$ cat config.mk
export PLATFORM = sky130hd
export DESIGN_NAME = cache_mem_arbiter
export DESIGN_NICKNAME = d
export VERILOG_FILES = /design/src/rtl/cache_mem_arbiter_pkg.sv /design/src/rtl/cache_mem_arbiter_lane_align.sv /design/src/rtl/cache_mem_arbiter.sv
export SDC_FILE = /design/constraint.sdc
export NUM_CORES = 1
export LEC_CHECK = 0
export ABC_AREA = 1
export CORE_AREA = 5 5 192 194
export DETAILED_ROUTE_END_ITERATION = 7
export DIE_AREA = 0 0 197 199
export PLACE_DENSITY = 0.67
export SETUP_SLACK_MARGIN = 0.15
export SLEW_MARGIN = 20
export SYNTH_ARGS = -nofsm -noshare
export SYNTH_HDL_FRONTEND = slang
export SYNTH_SLANG_ARGS = --single-unit
$ cat constraint.sdc
create_clock -name clk -period 5.08 [get_ports clk]
set_input_delay 1.016 -clock clk [delete_from_list [all_inputs] [get_ports clk]]
set_output_delay 1.016 -clock clk [all_outputs]
set_load 0.01 [all_outputs]
$ cat src/rtl/cache_mem_arbiter_pkg.sv
// Shared definitions for the cache/memory arbiter slice.
// Contents:
// - dcache_wlen encodings: byte, half, word, dword.
// - Bit positions within the ctrl buses: STALL and FLUSH.
// - Arbiter FSM state encoding.
// - Owner of the in-flight transaction: fetch side or data side.
// - A helper that returns the unshifted byte-lane mask for an access size.
package cache_mem_arbiter_pkg;

  localparam logic [1:0] WLEN_BYTE  = 2'b00;
  localparam logic [1:0] WLEN_HALF  = 2'b01;
  localparam logic [1:0] WLEN_WORD  = 2'b10;
  localparam logic [1:0] WLEN_DWORD = 2'b11;

  localparam int CTRL_STALL_BIT = 0;
  localparam int CTRL_FLUSH_BIT = 1;

  typedef enum logic [1:0] {
    ST_IDLE = 2'd0,
    ST_REQ  = 2'd1,
    ST_WAIT = 2'd2,
    ST_RESP = 2'd3
  } arb_state_e;

  typedef enum logic {
    OWN_I = 1'b0,
    OWN_D = 1'b1
  } owner_e;

  // Unshifted lane mask for an access size, anchored at byte lane 0.
  function automatic logic [7:0] wlen_base_mask(input logic [1:0] wlen);
    logic [7:0] mask;
    case (wlen)
      WLEN_BYTE: mask = 8'h01;
      WLEN_HALF: mask = 8'h03;
      WLEN_WORD: mask = 8'h0F;
      default:   mask = 8'hFF;
    endcase
    return mask;
  endfunction

endpackage

$ cat src/rtl/cache_mem_arbiter_lane_align.sv
// mem_lane_align: combinational byte-lane steering for data-side accesses.
// Ports:
// - off_i      in   3       byte offset within the dword (addr[2:0])
// - wlen_i     in   2       access size (byte/half/word/dword)
// - wen_i      in   1       1 = store, 0 = load
// - wdata_i    in   DATA_W  right-justified store data
// - wstrb_o    out  8       byte strobes; all lanes on a load
// - wdata_o    out  DATA_W  store data moved up to its byte lane
// - misalign_o out  1       access spills past byte lane 7
module mem_lane_align
  import cache_mem_arbiter_pkg::*;
#(
  parameter int DATA_W = 64
) (
  input  logic [2:0]        off_i,
  input  logic [1:0]        wlen_i,
  input  logic              wen_i,
  input  logic [DATA_W-1:0] wdata_i,
  output logic [7:0]        wstrb_o,
  output logic [DATA_W-1:0] wdata_o,
  output logic              misalign_o
);

  logic [15:0] mask_wide;

  // The mask is shifted in a 16-bit field so that lanes pushed past lane 7
  // land in the upper byte.  Those lanes are dropped from the strobes, and
  // any of them being set means the access crossed the dword boundary.
  always_comb begin
    mask_wide  = {8'h00, wlen_base_mask(wlen_i)} << off_i;
    wstrb_o    = wen_i ? mask_wide[7:0] : 8'hFF;
    misalign_o = |mask_wide[15:8];
    wdata_o    = wdata_i << {off_i, 3'b000};
  end

endmodule

$ cat src/rtl/cache_mem_arbiter.sv
// cache_mem_arbiter: shares a single memory port between instruction fetch
// and data access, with one transaction outstanding at a time.
// Ports:
// - clk, rst                      clock and synchronous active-high reset
// - icache_req_valid_i/addr/ctrl  fetch request, FLUSH/STALL control
// - icache_ready_o                a fetch can be accepted this cycle
// - icache_data_valid_o/data_o    one-cycle instruction return
// - dcache_req_valid_i/wen/addr/wdata/wlen/ctrl  load/store request
// - dcache_ready_o                a data request can be accepted this cycle
// - dcache_data_valid_o/data_o    one-cycle load data / store completion
// - misalign_o                    data access crossed an 8-byte boundary
// - mem_req_o/we/addr/wdata/wstrb memory request, held until mem_gnt_i
// - mem_gnt_i, mem_rvalid_i, mem_rdata_i  memory handshake and read data
module cache_mem_arbiter
  import cache_mem_arbiter_pkg::*;
#(
  parameter int ADDR_W = 64,
  parameter int DATA_W = 64,
  parameter int INST_W = 32,
  parameter int CTRL_W = 2
) (
  input  logic              clk,
  input  logic              rst,
  input  logic              icache_req_valid_i,
  input  logic [ADDR_W-1:0] icache_addr_i,
  input  logic [CTRL_W-1:0] icache_ctrl_i,
  output logic              icache_ready_o,
  output logic              icache_data_valid_o,
  output logic [INST_W-1:0] icache_data_o,
  input  logic              dcache_req_valid_i,
  input  logic              dcache_wen_i,
  input  logic [ADDR_W-1:0] dcache_addr_i,
  input  logic [DATA_W-1:0] dcache_wdata_i,
  input  logic [1:0]        dcache_wlen_i,
  input  logic [CTRL_W-1:0] dcache_ctrl_i,
  output logic              dcache_ready_o,
  output logic              dcache_data_valid_o,
  output logic [DATA_W-1:0] dcache_data_o,
  output logic              misalign_o,
  output logic              mem_req_o,
  output logic              mem_we_o,
  output logic [ADDR_W-1:0] mem_addr_o,
  output logic [DATA_W-1:0] mem_wdata_o,
  output logic [7:0]        mem_wstrb_o,
  input  logic              mem_gnt_i,
  input  logic              mem_rvalid_i,
  input  logic [DATA_W-1:0] mem_rdata_i
);

  arb_state_e        state_q, state_d;
  owner_e            owner_q, owner_d;
  logic              we_q, we_d;
  logic [ADDR_W-1:0] addr_q, addr_d;
  logic [2:0]        off_q, off_d;
  logic [DATA_W-1:0] wdata_q, wdata_d;
  logic [7:0]        wstrb_q, wstrb_d;
  logic              flush_q, flush_d;
  logic [DATA_W-1:0] resp_q, resp_d;

  logic              accept_d;
  logic              accept_i;
  logic              owner_flush;
  logic [7:0]        lane_wstrb;
  logic [DATA_W-1:0] lane_wdata;
  logic              lane_misalign;

  // STALL never changes arbiter behaviour: a transaction in flight runs to
  // completion and the response pulse is issued once regardless.
  logic unused_stall;
  assign unused_stall = icache_ctrl_i[CTRL_STALL_BIT] ^ dcache_ctrl_i[CTRL_STALL_BIT];

  mem_lane_align #(
    .DATA_W (DATA_W)
  ) u_lane_align (
    .off_i      (dcache_addr_i[2:0]),
    .wlen_i     (dcache_wlen_i),
    .wen_i      (dcache_wen_i),
    .wdata_i    (dcache_wdata_i),
    .wstrb_o    (lane_wstrb),
    .wdata_o    (lane_wdata),
    .misalign_o (lane_misalign)
  );

  // Acceptance only happens in IDLE outside reset.  The data side wins a
  // tie because its instruction is older in the pipe; a FLUSH on a side
  // vetoes that side's same-cycle request.
  always_comb begin
    accept_d = 1'b0;
    accept_i = 1'b0;
    if (state_q == ST_IDLE && !rst) begin
      accept_d = dcache_req_valid_i && !dcache_ctrl_i[CTRL_FLUSH_BIT];
      accept_i = icache_req_valid_i && !icache_ctrl_i[CTRL_FLUSH_BIT] && !accept_d;
    end
    owner_flush = (owner_q == OWN_I) ? icache_ctrl_i[CTRL_FLUSH_BIT]
                                     : dcache_ctrl_i[CTRL_FLUSH_BIT];
  end

  // Next-state logic: request capture on accept, grant wait, response wait,
  // and a single response cycle.  A FLUSH seen while the transaction is on
  // the memory side is remembered so the response pulse can be dropped.
  always_comb begin
    state_d = state_q;
    owner_d = owner_q;
    we_d    = we_q;
    addr_d  = addr_q;
    off_d   = off_q;
    wdata_d = wdata_q;
    wstrb_d = wstrb_q;
    flush_d = flush_q;
    resp_d  = resp_q;
    case (state_q)
      ST_IDLE: begin
        if (accept_d) begin
          state_d = ST_REQ;
          owner_d = OWN_D;
          we_d    = dcache_wen_i;
          addr_d  = {dcache_addr_i[ADDR_W-1:3], 3'b000};
          off_d   = dcache_addr_i[2:0];
          wdata_d = lane_wdata;
          wstrb_d = lane_wstrb;
          flush_d = 1'b0;
        end else if (accept_i) begin
          state_d = ST_REQ;
          owner_d = OWN_I;
          we_d    = 1'b0;
          addr_d  = {icache_addr_i[ADDR_W-1:3], 3'b000};
          off_d   = icache_addr_i[2:0];
          wdata_d = '0;
          wstrb_d = 8'hFF;
          flush_d = 1'b0;
        end
      end
      ST_REQ: begin
        if (owner_flush) flush_d = 1'b1;
        if (mem_gnt_i) state_d = ST_WAIT;
      end
      ST_WAIT: begin
        if (owner_flush) flush_d = 1'b1;
        if (mem_rvalid_i) begin
          state_d = ST_RESP;
          if (owner_q == OWN_I) begin
            resp_d = {{(DATA_W-INST_W){1'b0}},
                      off_q[2] ? mem_rdata_i[2*INST_W-1:INST_W] : mem_rdata_i[INST_W-1:0]};
          end else begin
            resp_d = mem_rdata_i >> {off_q, 3'b000};
          end
        end
      end
      default: state_d = ST_IDLE;
    endcase
  end

  // State and request registers; reset drops any transaction in flight.
  always_ff @(posedge clk) begin
    if (rst) begin
      state_q <= ST_IDLE;
      owner_q <= OWN_I;
      we_q    <= 1'b0;
      addr_q  <= '0;
      off_q   <= 3'b000;
      wdata_q <= '0;
      wstrb_q <= 8'h00;
      flush_q <= 1'b0;
      resp_q  <= '0;
    end else begin
      state_q <= state_d;
      owner_q <= owner_d;
      we_q    <= we_d;
      addr_q  <= addr_d;
      off_q   <= off_d;
      wdata_q <= wdata_d;
      wstrb_q <= wstrb_d;
      flush_q <= flush_d;
      resp_q  <= resp_d;
    end
  end

  assign icache_ready_o      = (state_q == ST_IDLE) && !rst;
  assign dcache_ready_o      = (state_q == ST_IDLE) && !rst;
  assign icache_data_valid_o = (state_q == ST_RESP) && (owner_q == OWN_I) && !flush_q;
  assign dcache_data_valid_o = (state_q == ST_RESP) && (owner_q == OWN_D) && !flush_q;
  assign icache_data_o       = resp_q[INST_W-1:0];
  assign dcache_data_o       = resp_q;
  assign misalign_o          = accept_d && lane_misalign;
  assign mem_req_o           = (state_q == ST_REQ);
  assign mem_we_o            = we_q;
  assign mem_addr_o          = addr_q;
  assign mem_wdata_o         = wdata_q;
  assign mem_wstrb_o         = wstrb_q;

endmodule

==> impl_metrics.env, run 1 <==
export IMPL_rows=69
export IMPL_drive_above_1_share_pct=3.72
export IMPL_area_delta_synth_final_pct=48.2
export IMPL_syn_cell_area_um2=12100
export IMPL_postCtsHoldBufs=0
export IMPL_fin_nets=2619
export IMPL_path_cells="clkdlybuf4s50_1, inv_1, a21oi_1, a21oi_1, nor2_1, clkdlybuf4s50_1"
export IMPL_critPathMaxStageDelay_ps=700
export IMPL_powerDensity_nw_per_um2=337
export IMPL_ios=508
export IMPL_crit_slowest_cell="clkdlybuf4s50_1"
export IMPL_worst_path_dominant_cell_family="buffers and inverters"
export IMPL_grt_max_degree=111
export IMPL_drc=0
export IMPL_critPathBufInv=3
export IMPL_hold_violations=0
export IMPL_first_pass_iters=6
export IMPL_cts_resized=0
export IMPL_netlist_area_leader_share_pct=33.9
export IMPL_cts_htree_levels=1
export IMPL_port_buffers=502
export IMPL_insertion_delay_ps=540
export IMPL_overflow=0
export IMPL_grt_pass1_vias=14000
export IMPL_cts_root_buffer="clkbuf_16"
export IMPL_cts_sinks=205
export IMPL_holdCritStartpoint="mem_wdata_o[30]"
export IMPL_cts_tree="done"
export IMPL_grt_usage_pct=27.1
export IMPL_yosys_warnings=0
export IMPL_hpwlAfterDp_mm=41.6
export IMPL_layout_setup_ws_ps=1030
export IMPL_post_route_period_util_pct=79.8
export IMPL_synth_seq_area_share_pct=33.9
export IMPL_crit_path_end_kind="primary output"
export IMPL_via_per_inst=5.30
export IMPL_timing_slew_headroom_pct=26.0
export IMPL_fin_crit_ps=4050
export IMPL_synthCells=1986
export IMPL_fmax_mhz=247
export IMPL_start_util_pct=34.5
export IMPL_die_h_um=199
export IMPL_grt_pass1_wl_mm=83.7
export IMPL_netlist_top_cells_area="dfxtp_1 34%, nand2_1 23%, nand3_1 11%, a21oi_1 8.2%, o21ai_0 5.3%"
export IMPL_arrival_ps=3040
export IMPL_reg2reg_from="state_q[0]"
export IMPL_pre_cts_ws_ps=1090
export IMPL_max_cap_viol_count=0
export IMPL_cts_buffers=26
export IMPL_synth_cell_types=30
export IMPL_synth_seq_cells=205
export IMPL_drtIter0Drc=1371
export IMPL_rsz0062_at_grt="no"
export IMPL_path_class="primary input to primary output"
export IMPL_clockBufferDepth=3
export IMPL_crit_start="dcache_addr_i[2]"
export IMPL_clk_pin_slew_worst_paths_ps=60
export IMPL_gp_congestion=0.927
export IMPL_final_area_um2=17900
export IMPL_status="completed"
export IMPL_synth_largest_area_cell="dfxtp_1"
export IMPL_p_leak_nw=7.38
export IMPL_num_vias=15000
export IMPL_path_max_fanout=11
export IMPL_p_total_mw=6.04
export IMPL_wl_per_cell_um=20.2
export IMPL_tightest_slew_ps=1100
export IMPL_fin_setup_tns_ps=0
export IMPL_antenna_found_initial=2
export IMPL_setup_viol=0
export IMPL_num_fill_cells=3580
export IMPL_dieArea_um2=39200
export IMPL_place_area_um2=16900
export IMPL_core_um2=35100
export IMPL_final_max_slew_viol_count=0
export IMPL_routed_wl_mm=57.0
export IMPL_required_ps=4060
export IMPL_syn_area_per_cell_um2=6.09
export IMPL_start_kind="primary input"
export IMPL_hold_class="flop to flop"
export IMPL_vdd_drop_max_uv=232
export IMPL_die_w_um=197
export IMPL_finalClockSkew_ps=19.3
export IMPL_cts_setup_buffers=0
export IMPL_worst_hold_slack_ps=464
export IMPL_ant_nets=0
cell type report:
class	instances	area (um2)	share of cell area (%)
multi-input combinational	1518	6800	37.9
clock buffer	32	734	4.10
inverter	69	260	1.45
antenna	4	10.0	0.0559
sequential	205	4110	22.9
timing repair buffer	525	5200	29.0
clock inverter	15	238	1.33
tap	461	577	3.22
logic make-up (layout without fill, tap and decap cells):
| group | after synthesis | in the layout | synth area share (%) |
|---|---|---|---|
| and+or+nand+nor | 1100 | 1100 | 37.5 |
| AOI/OAI and AO/OA | 410 | 410 | 17.8 |
| buffers and inverters | 265 | 641 | 10.2 |
| DFF | 205 | 205 | 33.9 |
| adders and majority gates | 5 | 5 | 0.517 |
| other | 1 | 7 | 0.0310 |
placed cells by master, fill, tap and decap left out, types with 2 or more instances in the layout:
cell               n
nand4_1           16
clkbuf_8           4
nor2_1            82
nand3_1          255
clkinvlp_4         2
clkinv_2           6
dfxtp_2            2
clkdlybuf4s50_1  499
clkinv_1           3
nand2_1          729
nor2_4             4
diode_2            4
inv_2              2
o21ai_1           10
nor2_2             2
buf_2              3
nand2_4            2
bufinv_16          6
a21oi_1          199
o21ai_0          128
o211ai_1           8
a31oi_1           61
ha_1               5
buf_4             21
nor3_1             8
inv_1             63
clkbuf_16         27
conb_1             3
dfxtp_1          203
routing by layer:
metal | global-route usage (%) | wire length (um) | up-vias
met5 | 0 | 0 | -
met4 | 9.48 | 2240 | 0
met3 | 7.13 | 5880 | 123
met2 | 46.1 | 27400 | 737
met1 | 33.2 | 21600 | 6898
li1 | - | - | 7243
worst min-delay path, cell delays in order (launching register included):
cell and delay, ps:
dfxtp_1 310, nand2_1 60, a21oi_1 50
power breakdown:
part / switching (mW) / internal, mW
combinational: 1.16 / 0.854
sequential: 0.142 / 1.78
clock: 0.773 / 1.33
Yosys cell counts, drive strengths merged:
master    n
o21a      1
o211ai    8
inv      68
conb      1
dfxtp   205
a31oi    61
clkinv    1
nor3      9
nand3   255
nand2   732
buf     111
clkbuf   85
nor2     88
o21ai   139
a21oi   199
ha        5
o22ai     1
o21bai    1
nand4    16
through the flow:
stage                     util, %  std cells
after CTS                    51.1       2825
after detailed placement     48.3       2778
final                        51.1       2829
after floorplan                 -       1988
after global routing         51.1       2827
after global placement       48.3       2778
state kept, by name, indices dropped and copies added (netlist names):
| signal | flops |
|---|---|
| mem_addr_o | 61 |
| dcache_data_o | 64 |
| flush_q | 1 |
| off_q | 3 |
| mem_wdata_o | 64 |
| mem_we_o | 1 |
| state_q | 2 |
| owner_q | 1 |
| mem_wstrb_o | 8 |
final timing paths:
path	cells past startpoint	end	slack (ps)
worst max register to register	7	dcache_data_o[15]	1790
worst min register to register	2	mem_wdata_o[30]	460
worst min-delay path	2	mem_wdata_o[30]	460
worst max-delay path	6	misalign_o	1030
(Power assumes the default switching activity.)
==> run 2, diff against run 1 <==
Settings changed: CORE_AREA 5 5 192 194 to 5 5 193 195, DIE_AREA 0 0 197 199 to 0 0 198 200, PLACE_DENSITY 0.67 to 0.69.
Clock period 5.08 ns to 3.6 ns, I/O delays scaled along.
==> impl_metrics.env, run 2 (synthesis results as in run 1) <==
export IMPL_status="completed"
export IMPL_max_cap_viol_count=0
export IMPL_final_max_slew_viol_count=0
export IMPL_start_util_pct=34.3
export IMPL_gp_congestion=0.942
export IMPL_setup_viol=0
export IMPL_hold_class="flop to flop"
export IMPL_cts_resized=0
export IMPL_first_pass_iters=6
export IMPL_cts_htree_levels=1
export IMPL_required_ps=2880
export IMPL_timing_slew_headroom_pct=29.3
export IMPL_p_sw_mw=2.93
export IMPL_dieArea_um2=39600
export IMPL_drtIter0Drc=1251
export IMPL_postCtsHoldBufs=0
export IMPL_cts_buffers=26
export IMPL_num_fill_cells=3539
export IMPL_finalClockSkew_ps=15.6
export IMPL_vdd_drop_max_uv=346
export IMPL_core_um2=35200
export IMPL_layout_common_cells="729 x nand2_1, 499 x clkdlybuf4s50_1, 255 x nand3_1, 203 x dfxtp_1, 199 x a21oi_1"
export IMPL_hpwlAfterDp_mm=42.1
export IMPL_grt_max_degree=95
export IMPL_cts_root_buffer="clkbuf_16"
export IMPL_place_inst=2788
export IMPL_clockBufferDepth=3
export IMPL_post_route_period_util_pct=88.4
export IMPL_grt_pass1_wl_mm=84.1
export IMPL_instances_no_fill=2836
export IMPL_fin_setup_tns_ps=0
export IMPL_antenna_found_initial=2
export IMPL_routed_wl_mm=57.3
export IMPL_p_int_mw=5.58
export IMPL_drive_above_1_share_pct=4.00
export IMPL_arrival_ps=2460
export IMPL_powerDensity_nw_per_um2=473
export IMPL_hold_violations=0
export IMPL_port_buffers=502
export IMPL_rsz0062_at_grt="no"
export IMPL_final_util_pct=51.0
export IMPL_swShare_pct=34.5
export IMPL_tightest_slew_ps=1060
export IMPL_fin_crit_ps=3180
export IMPL_crit_path_end_kind="primary output"
export IMPL_ios=508
export IMPL_reg2reg_from="state_q[0]"
export IMPL_drc=0
export IMPL_cts_tree="done"
export IMPL_area_delta_synth_final_pct=48.7
export IMPL_rows=69
export IMPL_via_per_inst=5.35
export IMPL_cts_setup_buffers=0
export IMPL_seqCellArea_um2=4110
export IMPL_cts_sinks=205
export IMPL_insertion_delay_ps=550
export IMPL_wl_per_cell_um=20.2
export IMPL_die_h_um=200
export IMPL_multi_input_area_um2=6800
export IMPL_ant_nets=0
export IMPL_p_total_mw=8.51
export IMPL_num_vias=15200
export IMPL_fin_nets=2629
export IMPL_overflow=0
export IMPL_path_class="primary input to primary output"
export IMPL_crit_start="dcache_wlen_i[0]"
export IMPL_holdCritStartpoint="mem_wdata_o[31]"
export IMPL_clk_pin_slew_worst_paths_ps=50
export IMPL_grt_usage_pct=27.0
export IMPL_pwr_share_clk_pct=34.3
export IMPL_combPwrFrac_pct=34.0
export IMPL_start_kind="primary input"
export IMPL_die_w_um=198
export IMPL_p_leak_nw=7.43
export IMPL_fmax_mhz=314
export IMPL_layout_commonest_cell="nand2_1"
export IMPL_grt_pass1_vias=14400
export IMPL_seq_power_share_pct=31.7
export IMPL_path_max_fanout=4
==> run 2: changes by cell type in the layout (fill, tap and decap cells not counted) <==
cell / before / now
clkbuf_1: 1 / 4
buf_6: 1 / 0
buf_4: 21 / 30
buf_12: 1 / 3
diode_2: 4 / 1
clkinv_1: 3 / 1
inv_1: 63 / 65
clkbuf_8: 4 / 2
clkinv_2: 6 / 7
inv_6: 1 / 0
clkinv_4: 1 / 0
==> run 2: layer usage <==
metal  GRT usage (%)  share of wire (%)
met1            33.5                 37
met2            45.0                 48
met3            6.28                9.9
met4            12.2                4.8
met5               0              0.023
==> run 2: area by class of cell <==
class	instances	share of cell area, %
tap	461	3.21
clock buffer	33	3.99
sequential	205	22.8
multi-input combinational	1518	37.8
timing repair buffer	535	29.5
inverter	69	1.45
antenna	1	0.0139
clock inverter	14	1.25
==> run 2: stage by stage <==
step	worst slack (ps)	area [um2]	hold slack [ps]
final	416	18000	464
after global routing	280	18000	481
after CTS	437	18000	465
after detailed placement	457	17000	455
after global placement	489	17000	451
after floorplan	1180	12100	464
==> run 2: path summary, 6_finish.rpt <==
check / endpoint / slack (ps) / cells past startpoint
worst max register to register: mem_wdata_o[58] / 990 / 11
worst min register to register: mem_wdata_o[31] / 460 / 2
worst max-delay path: misalign_o / 420 / 6
worst min-delay path: mem_wdata_o[31] / 460 / 2
==> run 2: worst max-delay path, stage by stage <==
cell and delay [ps]:
clkdlybuf4s50_1 550, a21oi_1 120, a21oi_1 200, a21oi_1 100, nor2_1 190, clkdlybuf4s50_1 580
==> run 2: power by group through the flow <==
stage                     sequential [mW]  clock [mW]  combinational [mW]
after global placement               2.73           0                2.83
after CTS                            2.70        2.98                2.88
after floorplan                      2.79           0                1.48
final                                2.70        2.92                2.89
after global routing                 2.73        3.07                3.17
after detailed placement             2.74           0                2.87
==> run 3, diff against run 2 <==
Settings changed: CELL_PAD_IN_SITES_DETAIL_PLACEMENT from default to 0, CELL_PAD_IN_SITES_GLOBAL_PLACEMENT from default to 1, CORE_AREA 5 5 193 195 to default, CORE_UTILIZATION from default to 26, DIE_AREA 0 0 198 200 to default, PLACE_DENSITY 0.69 to default, PLACE_DENSITY_LB_ADDON from default to 0.1.
==> impl_metrics.env, run 3 (synthesis results as in run 1) <==
export IMPL_r2r_slack_ps=990
export IMPL_ff2ff_path_depth=9
export IMPL_timing_slew_headroom_pct=32.5
export IMPL_fin_nets=2634
export IMPL_status="completed"
export IMPL_crit_path_end_kind="primary output"
export IMPL_layout_setup_ws_ps=518
export IMPL_hpwlAfterDp_mm=44.4
export IMPL_cts_htree_levels=1
export IMPL_start_util_pct=26.5
export IMPL_routed_wl_mm=61.2
export IMPL_instances_no_fill=2984
export IMPL_required_ps=2880
export IMPL_p_leak_nw=7.48
export IMPL_grt_max_degree=83
export IMPL_gp_congestion=0.892
export IMPL_die_w_um=218
export IMPL_hold_class="primary input to flop"
export IMPL_cts_buffers=28
export IMPL_die_h_um=218
export IMPL_cts_root_buffer="clkbuf_16"
export IMPL_ios=508
export IMPL_area_delta_synth_final_pct=51.0
export IMPL_postCtsHoldBufs=0
export IMPL_insertion_delay_ps=560
export IMPL_num_fill_cells=4936
export IMPL_holdCritStartpoint="rst"
export IMPL_cts_resized=0
export IMPL_r2r_end="mem_addr_o[4]"
export IMPL_start_kind="primary input"
export IMPL_cts_tree="done"
export IMPL_arrival_ps=2360
export IMPL_antenna_found_initial=10
export IMPL_cts_sinks=205
export IMPL_hold_violations=0
export IMPL_reg2reg_from="state_q[0]"
export IMPL_clk_pin_slew_worst_paths_ps=60
export IMPL_multi_input_area_um2=6800
export IMPL_setup_viol=0
export IMPL_dieArea_um2=47400
export IMPL_worstHoldEndpoint="state_q[1]"
export IMPL_drive_above_1_share_pct=4.37
export IMPL_num_vias=14600
export IMPL_finalClockSkew_ps=16.6
export IMPL_fin_crit_ps=3080
export IMPL_wl_per_cell_um=20.5
export IMPL_grt_pass1_vias=14000
export IMPL_seqCellArea_um2=4110
export IMPL_powerDensity_nw_per_um2=476
export IMPL_drtIter0Drc=1201
export IMPL_rows=78
export IMPL_rsz0062_at_grt="no"
export IMPL_overflow=0
export IMPL_core_um2=45700
export IMPL_worst_hold_slack_ps=400
export IMPL_cts_setup_buffers=0
export IMPL_grt_usage_pct=24.8
export IMPL_min_path_cells=2
export IMPL_layout_common_cells="729 x nand2_1, 499 x clkdlybuf4s50_1, 255 x nand3_1, 203 x dfxtp_1, 199 x a21oi_1"
export IMPL_vdd_drop_max_uv=345
export IMPL_path_max_fanout=5
export IMPL_first_pass_iters=7
export IMPL_p_total_mw=8.70
export IMPL_fmax_mhz=325
export IMPL_max_cap_viol_count=0
export IMPL_via_per_inst=4.90
export IMPL_clockBufferDepth=3
export IMPL_tightest_slew_ps=1010
export IMPL_pre_cts_ws_ps=537
export IMPL_layout_commonest_cell="nand2_1"
export IMPL_path_class="primary input to primary output"
export IMPL_place_inst=2930
export IMPL_post_route_period_util_pct=85.6
export IMPL_fin_setup_tns_ps=0
export IMPL_final_max_slew_viol_count=0
export IMPL_ant_nets=0
export IMPL_port_buffers=502
export IMPL_drc=0
export IMPL_grt_pass1_wl_mm=89.3
[run 3: cell type report]
type,count,area share (%)
multi-input cells,1518,37.2
well taps,600,4.11
flip-flops and latches,205,22.5
diodes,3,0.0411
repair buffers,538,29.2
clock inverters,12,0.959
clock buffers,39,4.56
inverters,69,1.43
[run 3: metal layers]
layer / wire length, um / GRT usage (%)
met1: 24800 / 30.0
met2: 30000 / 43.0
met3: 4520 / 5.96
met4: 1780 / 7.56
met5: 88 / 0
[run 3: worst max-delay path by stage]
stage                                   from    endpoint  depth (start not counted)
after floorplan             dcache_addr_i[0]  misalign_o                          7
after global placement    dcache_req_valid_i  misalign_o                          6
after detailed placement  dcache_req_valid_i  misalign_o                          6
after CTS                         state_q[0]  misalign_o                          7
after global routing              state_q[0]  misalign_o                          7
final                       dcache_wlen_i[1]  misalign_o                          6
[run 3: critical path: stages]
cell	delay (ps)
clkdlybuf4s50_1	540
o21ai_0	110
a21oi_1	190
a21oi_1	90
nor2_1	100
clkdlybuf4s50_1	600
[run 3: per-stage QoR]
stage                     area [um2]  util [%]
final                          18300      40.0
after global routing           18300      40.0
after CTS                      18300      40.0
after detailed placement       17200      37.8
after global placement         17200      37.8
after floorplan                12100         -
[run 3: where the power goes]
group / switching, mW / internal (mW)
sequential: 0.175 / 2.52
combinational: 1.71 / 1.23
clock: 1.17 / 1.90
